$ cat src/rtl/rv_pkg.sv
// ---------------------------------------------------------------------------
// rv_pkg : shared RV32 decode types, opcode classes and bubble constant  rev 1.0
// ---------------------------------------------------------------------------
`default_nettype none

package rv_pkg;

  localparam logic [4:0] c_op_r      = 5'b01100;
  localparam logic [4:0] c_op_imm    = 5'b00100;
  localparam logic [4:0] c_op_load   = 5'b00000;
  localparam logic [4:0] c_op_store  = 5'b01000;
  localparam logic [4:0] c_op_branch = 5'b11000;
  localparam logic [4:0] c_op_jal    = 5'b11011;
  localparam logic [4:0] c_op_jalr   = 5'b11001;
  localparam logic [4:0] c_op_lui    = 5'b01101;
  localparam logic [4:0] c_op_auipc  = 5'b00101;

  typedef enum logic [2:0] {
    IMM_I    = 3'd0,
    IMM_S    = 3'd1,
    IMM_B    = 3'd2,
    IMM_U    = 3'd3,
    IMM_J    = 3'd4,
    IMM_NONE = 3'd5
  } imm_sel_t;

  typedef struct packed {
    logic reg_write;
    logic mem_read;
    logic mem_write;
    logic branch;
    logic jump;
    logic alu_src;
  } ctrl_t;

  localparam ctrl_t c_ctrl_nop = '0;

endpackage

`default_nettype wire

$ cat src/rtl/rv_decode.sv
// ---------------------------------------------------------------------------
// rv_decode : combinational opcode-class decoder to EX control bundle  rev 1.0
// ---------------------------------------------------------------------------
`default_nettype none

module rv_decode
  import rv_pkg::*;
(
  input  logic [31:0] i_inst,
  output ctrl_t       o_ctrl,
  output logic [2:0]  o_imm_sel,
  output logic        o_illegal,
  output logic        o_rs1_used,
  output logic        o_rs2_used
);

  // Only the opcode class matters here; the rest of the word is decoded downstream.
  logic w_unused_bits;
  assign w_unused_bits = ^{i_inst[31:7], i_inst[1:0]};

  always_comb begin
    o_ctrl     = c_ctrl_nop;
    o_imm_sel  = IMM_NONE;
    o_illegal  = 1'b0;
    o_rs1_used = 1'b0;
    o_rs2_used = 1'b0;
    case (i_inst[6:2])
      c_op_r: begin
        o_ctrl.reg_write = 1'b1;
        o_rs1_used       = 1'b1;
        o_rs2_used       = 1'b1;
      end
      c_op_imm: begin
        o_imm_sel        = IMM_I;
        o_ctrl.alu_src   = 1'b1;
        o_ctrl.reg_write = 1'b1;
        o_rs1_used       = 1'b1;
      end
      c_op_load: begin
        o_imm_sel        = IMM_I;
        o_ctrl.alu_src   = 1'b1;
        o_ctrl.mem_read  = 1'b1;
        o_ctrl.reg_write = 1'b1;
        o_rs1_used       = 1'b1;
      end
      c_op_store: begin
        o_imm_sel        = IMM_S;
        o_ctrl.alu_src   = 1'b1;
        o_ctrl.mem_write = 1'b1;
        o_rs1_used       = 1'b1;
        o_rs2_used       = 1'b1;
      end
      c_op_branch: begin
        o_imm_sel     = IMM_B;
        o_ctrl.branch = 1'b1;
        o_rs1_used    = 1'b1;
        o_rs2_used    = 1'b1;
      end
      c_op_jal: begin
        o_imm_sel        = IMM_J;
        o_ctrl.jump      = 1'b1;
        o_ctrl.reg_write = 1'b1;
      end
      c_op_jalr: begin
        o_imm_sel        = IMM_I;
        o_ctrl.jump      = 1'b1;
        o_ctrl.alu_src   = 1'b1;
        o_ctrl.reg_write = 1'b1;
        o_rs1_used       = 1'b1;
      end
      c_op_lui, c_op_auipc: begin
        o_imm_sel        = IMM_U;
        o_ctrl.alu_src   = 1'b1;
        o_ctrl.reg_write = 1'b1;
      end
      default: o_illegal = 1'b1;
    endcase
  end

endmodule

`default_nettype wire

$ cat src/rtl/decode_ctrl.sv
// ---------------------------------------------------------------------------
// decode_ctrl : ID stage - IF/ID + ID/EX registers, load-use/flush/backpressure  rev 1.0
// ---------------------------------------------------------------------------
`default_nettype none

module decode_ctrl
  import rv_pkg::*;
#(
  parameter int XLEN  = 32,
  parameter int CNT_W = 16
) (
  input  logic             clk,
  input  logic             rst_n,
  input  logic             if_valid,
  input  logic [XLEN-1:0]  if_inst,
  input  logic [XLEN-1:0]  if_pc,
  output logic             if_ready,
  input  logic             ex_ready,
  input  logic             ex_flush,
  output logic             ex_valid,
  output logic [XLEN-1:0]  ex_inst,
  output logic [XLEN-1:0]  ex_pc,
  output logic [2:0]       ex_imm_sel,
  output logic             ex_reg_write,
  output logic             ex_mem_read,
  output logic             ex_mem_write,
  output logic             ex_branch,
  output logic             ex_jump,
  output logic             ex_alu_src,
  output logic             ex_illegal,
  output logic [CNT_W-1:0] stall_cnt,
  output logic [CNT_W-1:0] flush_cnt
);

  localparam logic [1:0] c_st_run   = 2'd0;
  localparam logic [1:0] c_st_stall = 2'd1;
  localparam logic [1:0] c_st_flush = 2'd2;

  logic [1:0]      r_state;
  logic [1:0]      w_state_nxt;

  logic            r_id_valid;
  logic [XLEN-1:0] r_id_inst;
  logic [XLEN-1:0] r_id_pc;

  logic            r_ex_valid;
  logic [XLEN-1:0] r_ex_inst;
  logic [XLEN-1:0] r_ex_pc;
  ctrl_t           r_ex_ctrl;
  logic [2:0]      r_ex_imm_sel;
  logic            r_ex_illegal;

  logic [CNT_W-1:0] r_stall_cnt;
  logic [CNT_W-1:0] r_flush_cnt;

  ctrl_t           w_ctrl;
  logic [2:0]      w_imm_sel;
  logic            w_illegal;
  logic            w_rs1_used;
  logic            w_rs2_used;
  logic            w_hazard;
  logic            w_do_flush;
  logic            w_do_stall;
  logic            w_advance;
  logic            w_load_real;
  logic [4:0]      w_ex_rd;

  rv_decode u_decode (
    .i_inst     (r_id_inst[31:0]),
    .o_ctrl     (w_ctrl),
    .o_imm_sel  (w_imm_sel),
    .o_illegal  (w_illegal),
    .o_rs1_used (w_rs1_used),
    .o_rs2_used (w_rs2_used)
  );

  // Bubbles carry mem_read=0, so they can never raise a load-use hazard.
  assign w_ex_rd  = r_ex_inst[11:7];
  assign w_hazard = r_ex_valid & r_ex_ctrl.mem_read & (w_ex_rd != 5'd0) & r_id_valid &
                    ((w_rs1_used & (r_id_inst[19:15] == w_ex_rd)) |
                     (w_rs2_used & (r_id_inst[24:20] == w_ex_rd)));

  always_ff @(posedge clk or negedge rst_n) begin
    if (!rst_n) r_state <= c_st_run;
    else        r_state <= w_state_nxt;
  end

  always_comb begin
    w_state_nxt = c_st_run;
    case (r_state)
      c_st_run, c_st_stall, c_st_flush:
        if (ex_ready && w_hazard) w_state_nxt = c_st_stall;
      default: w_state_nxt = c_st_run;
    endcase
    if (ex_ready && ex_flush) w_state_nxt = c_st_flush;
  end

  // Flush outranks stall; with ex_ready low everything holds and flush is ignored.
  always_comb begin
    w_do_flush = ex_ready & ex_flush;
    w_do_stall = ex_ready & ~ex_flush & w_hazard;
    w_advance  = ex_ready & ~ex_flush & ~w_hazard;
    if_ready   = w_advance;
  end

  assign w_load_real = w_advance & r_id_valid;

  always_ff @(posedge clk or negedge rst_n) begin
    if (!rst_n) begin
      r_id_valid   <= 1'b0;
      r_id_inst    <= '0;
      r_id_pc      <= '0;
      r_ex_valid   <= 1'b0;
      r_ex_inst    <= '0;
      r_ex_pc      <= '0;
      r_ex_ctrl    <= c_ctrl_nop;
      r_ex_imm_sel <= IMM_NONE;
      r_ex_illegal <= 1'b0;
    end else if (ex_ready) begin
      r_ex_valid   <= w_load_real;
      r_ex_inst    <= w_load_real ? r_id_inst : '0;
      r_ex_pc      <= w_load_real ? r_id_pc : '0;
      r_ex_ctrl    <= w_load_real ? w_ctrl : c_ctrl_nop;
      r_ex_imm_sel <= w_load_real ? w_imm_sel : IMM_NONE;
      r_ex_illegal <= w_load_real & w_illegal;
      if (w_advance) begin
        r_id_valid <= if_valid;
        r_id_inst  <= if_inst;
        r_id_pc    <= if_pc;
      end else if (w_do_flush) begin
        r_id_valid <= 1'b0;
      end
    end
  end

  always_ff @(posedge clk or negedge rst_n) begin
    if (!rst_n) begin
      r_stall_cnt <= '0;
      r_flush_cnt <= '0;
    end else begin
      if (w_do_stall && (r_stall_cnt != '1)) r_stall_cnt <= r_stall_cnt + 1'b1;
      if (w_do_flush && (r_flush_cnt != '1)) r_flush_cnt <= r_flush_cnt + 1'b1;
    end
  end

  assign ex_valid     = r_ex_valid;
  assign ex_inst      = r_ex_inst;
  assign ex_pc        = r_ex_pc;
  assign ex_imm_sel   = r_ex_imm_sel;
  assign ex_reg_write = r_ex_ctrl.reg_write;
  assign ex_mem_read  = r_ex_ctrl.mem_read;
  assign ex_mem_write = r_ex_ctrl.mem_write;
  assign ex_branch    = r_ex_ctrl.branch;
  assign ex_jump      = r_ex_ctrl.jump;
  assign ex_alu_src   = r_ex_ctrl.alu_src;
  assign ex_illegal   = r_ex_illegal;
  assign stall_cnt    = r_stall_cnt;
  assign flush_cnt    = r_flush_cnt;

endmodule

`default_nettype wire

$ cat config.mk
export PLATFORM = sky130hd
export DESIGN_NAME = decode_ctrl
export DESIGN_NICKNAME = d
export VERILOG_FILES = /design/src/rtl/rv_pkg.sv /design/src/rtl/rv_decode.sv /design/src/rtl/decode_ctrl.sv
export SDC_FILE = /design/constraint.sdc
export NUM_CORES = 1
export LEC_CHECK = 0
export ABC_CLOCK_PERIOD_IN_PS = 6900
export CORE_ASPECT_RATIO = 0.6
export CORE_UTILIZATION = 25
export CTS_BUF_LIST = sky130_fd_sc_hd__clkbuf_4 sky130_fd_sc_hd__clkbuf_8 sky130_fd_sc_hd__clkbuf_16
export CTS_CLUSTER_SIZE = 12
export DETAILED_ROUTE_END_ITERATION = 6
export DONT_BUFFER_PORTS = 1
export SLEW_MARGIN = 0
export SYNTH_ARGS = -nofsm -noshare
export SYNTH_HDL_FRONTEND = slang
export SYNTH_SLANG_ARGS = --single-unit
$ cat constraint.sdc
create_clock -name clk -period 6.9 [get_ports clk]
set_input_delay 1.38 -clock clk [delete_from_list [all_inputs] [get_ports clk]]
set_output_delay 1.38 -clock clk [all_outputs]
set_load 0.01 [all_outputs]
==> summary.txt <==
Synthesis
  • Ys flop type: dfrtp_1
  • Post-synthesis cell area: just under 7000 µm²
  • Post-synthesis sequential area ratio: 62.2%
  • Syn Nets: roughly 570
  • Netlist cell types: 48
  • Synthesized flop and latch total: 172
  • Post-Syn Instances: a little under 500
  • Yosys synthesis warning count: 0
  • Syn avg cell area: between 10 and 15 µm²
  • EDFF count, synth: 0
  • Fraction of registers with async set/reset: 100%

Run
  • Max cap viols: 0

Timing
  • Setup_tns: 0 ps
  • Hold Vio Cnt, Final: 0
  • Fin Hold WS: approximately 480 ps
  • Final setup fails: 0
  • Setup Skew: between 15 and 20 ps
  • F_max: ~0.25 GHz
  • Tightest Pin Transition: a little under 900 ps
  • Unrepaired setup endpoints after global routing: false
  • Final min period: about 3900 ps
  • Slew HR: between 40% and 50%
  • Period Utilization, post-route: roughly 57%
  • Pins over their slew limit: 0

CTS
  • CTS Root Cell: clkbuf_16
  • CTS H-tree lvls: 4
  • # hold bufs at CTS: 0
  • CTS clk-pin slew, worst paths: 70 ps
  • CTS resizes: 0
  • Worst-Skew Late Latency: 440 ps
  • Clock buffer depth: 2
  • Postcts setup bufs: 0
  • Sink Count: 172
  • Num CTS Buffers: 17
  • CTS tree: yes

Min path
  • Worst Hold Launch: r_id_inst[13]$_DFFE_PN0P_
  • Hold Path Stages: 1
  • Hold Crit Class: flop to flop
  • Destination of the worst hold path: ex_inst[13]$_DFFE_PN0P_

Setup path
  • Reg2reg end: r_id_pc[13]$_DFFE_PN0P_
  • CP Launch Type: flop
  • R2R Setup Slk: 3480 ps
  • Critical path peak fanout: 17
  • R2R cell count: 6
  • WS Path Type: flop to output pin
  • CP Capture Type: output pin
  • Worst r2r src: ex_inst[9]$_DFFE_PN0P_
  • WP data arrival: between 2000 and 3000 ps
  • WP data required: ~5500 ps

Placement
  • Post-DP HPWL: roughly 12000 µm
  • Post-Place Cells: roughly 830
  • Gpl congestion: about 0.77
  • Buffers added on ports: 0

Detailed routing
  • Routed Antenna Nets: 0
  • WL met1: roughly 8300 µm
  • Vias per cell: roughly 4.8
  • Top routing layer in use: met5
  • Routed length on met3: ~1900 µm
  • First-pass DRT Iterations: 4
  • Drt wl/cell: approximately 20 µm
  • Remaining DRCs: 0
  • WL met2: 7000 µm
  • First DRT Iteration DRCs: 231
  • Routed vias: 4115
  • Final wirelength: about 17000 µm

Floorplanning
  • CORE AREA: approximately 27000 µm²
  • Top-Level Pins: roughly 180
  • Die area: roughly 28000 µm²
  • Site Rows: 46
  • Chip width: between 200 and 250 µm
  • Initial Util: between 20% and 30%
  • Die Y: ~130 µm

GRT
  • Number of global-route vias before repair: approximately 4100
  • Largest net degree at the start of global routing: between 150 and 200
  • Overflow after GRT: 0
  • Initial antenna violation count: 2
  • First-pass GRT wire length: between 20000 and 30000 µm
  • All-Layer GR Usage: 12.9%

Layout
  • Finished Core Util: 29.5%
  • Share of cells above drive strength 1: 21.4%
  • Commonest non-fill, non-tap cell in the layout: dfrtp_1
  • Syn-to-layout area delta: 14.2%
  • Most frequent cells in the layout: dfrtp_1 (170), a22o_1 (65), mux2_2 (64)
  • Layout net count: about 560
  • Fin cells: approximately 870

Outcome
  • Status: completed

Power
  • IR drop worst, VDD: around 0.15 mV
  • PwrDens: between 300 and 400 nW/µm²
  • Power Total: between 2 and 3 mW
  • Leakage: about 3.5 nW
[critical path: stages (launching register included)]
cell	delay, ps
dfrtp_1	510
or4_1	580
o2111ai_2	240
o21ba_4	250
nor2_4	540
[logic make-up (layout without fill, tap and decap cells)]
kind of cell,Yosys count,after routing,share of synthesized area (%)
buffers and inverters,33,41,3.03
muxes,66,66,10.7
xor gates and xnor gates,37,37,4.68
AOI/OAI and AO/OA,96,96,11.6
and+or+nand+nor,91,91,7.44
adders and majority gates,2,2,0.361
other,0,1,0
DFF,172,172,62.2
[sequential cells by signal, summed over array words and instances, names as in the netlist, 3 cells and up]
register	flops
ex_inst	32
ex_pc	32
r_id_inst	32
r_id_pc	32
flush_cnt	16
stall_cnt	16
ex_imm_sel	3
[layout make-up]
type,instances,area [µm²]
diodes,1,2.50
clock buffers,22,488
clock inverters,9,206
fillers,2734,18900
inverters,7,26.3
multi-input cells,292,2410
flip-flops and latches,172,4310
well taps,360,450
repair buffers,3,22.5
[through the flow]
stage | area (µm²) | setup slack [ps]
finish | 7920 | 2950
global route | 7910 | 2780
CTS | 7910 | 2880
detailed placement | 7220 | 3370
global placement | 7220 | 3390
floorplan | 6930 | 3280
[cell usage after synthesis (6+ instances only)]
cell | n | area share, %
dfrtp_1 | 170 | 61
a22o_1 | 65 | 8.2
mux2_2 | 64 | 10
xnor2_1 | 23 | 2.9
nand3_1 | 20 | 1.4
nand2_1 | 17 | 0.92
xor2_1 | 14 | 1.8
nand4_1 | 12 | 1.1
buf_6 | 10 | 1.6
nor2_1 | 10 | 0.54
clkbuf_1 | 9 | 0.49
and3_1 | 7 | 0.63
buf_2 | 6 | 0.43
inv_1 | 6 | 0.33
nor3_1 | 6 | 0.43
o21ai_0 | 6 | 0.43
[per-layer routing]
metal / track usage, % / vias up
met5: 0 / -
met4: 4.60 / 4
met3: 7.22 / 17
met2: 16.6 / 140
met1: 17.6 / 2116
li1: - / 1838
[how the worst max path moves through the flow]
stage                            from  endpoint  slack [ps]  depth (start not counted)
6_report       ex_inst[9]$_DFFE_PN0P_  if_ready        2950                          4
5_1_grt        ex_inst[8]$_DFFE_PN0P_  if_ready        2780                          4
4_1_cts        ex_inst[8]$_DFFE_PN0P_  if_ready        2880                          4
3_5_place_dp                 ex_flush  if_ready        3370                          2
3_3_place_gp                 ex_flush  if_ready        3390                          2
2_1_floorplan                ex_ready  if_ready        3280                          5
[power breakdown]
part           switching [mW]  internal (mW)
logic                  0.0740         0.0921
clock network           0.403          0.722
registers               0.108           1.10
total                   0.585           1.92
Note: power is estimated with default switching activity, not from simulation.
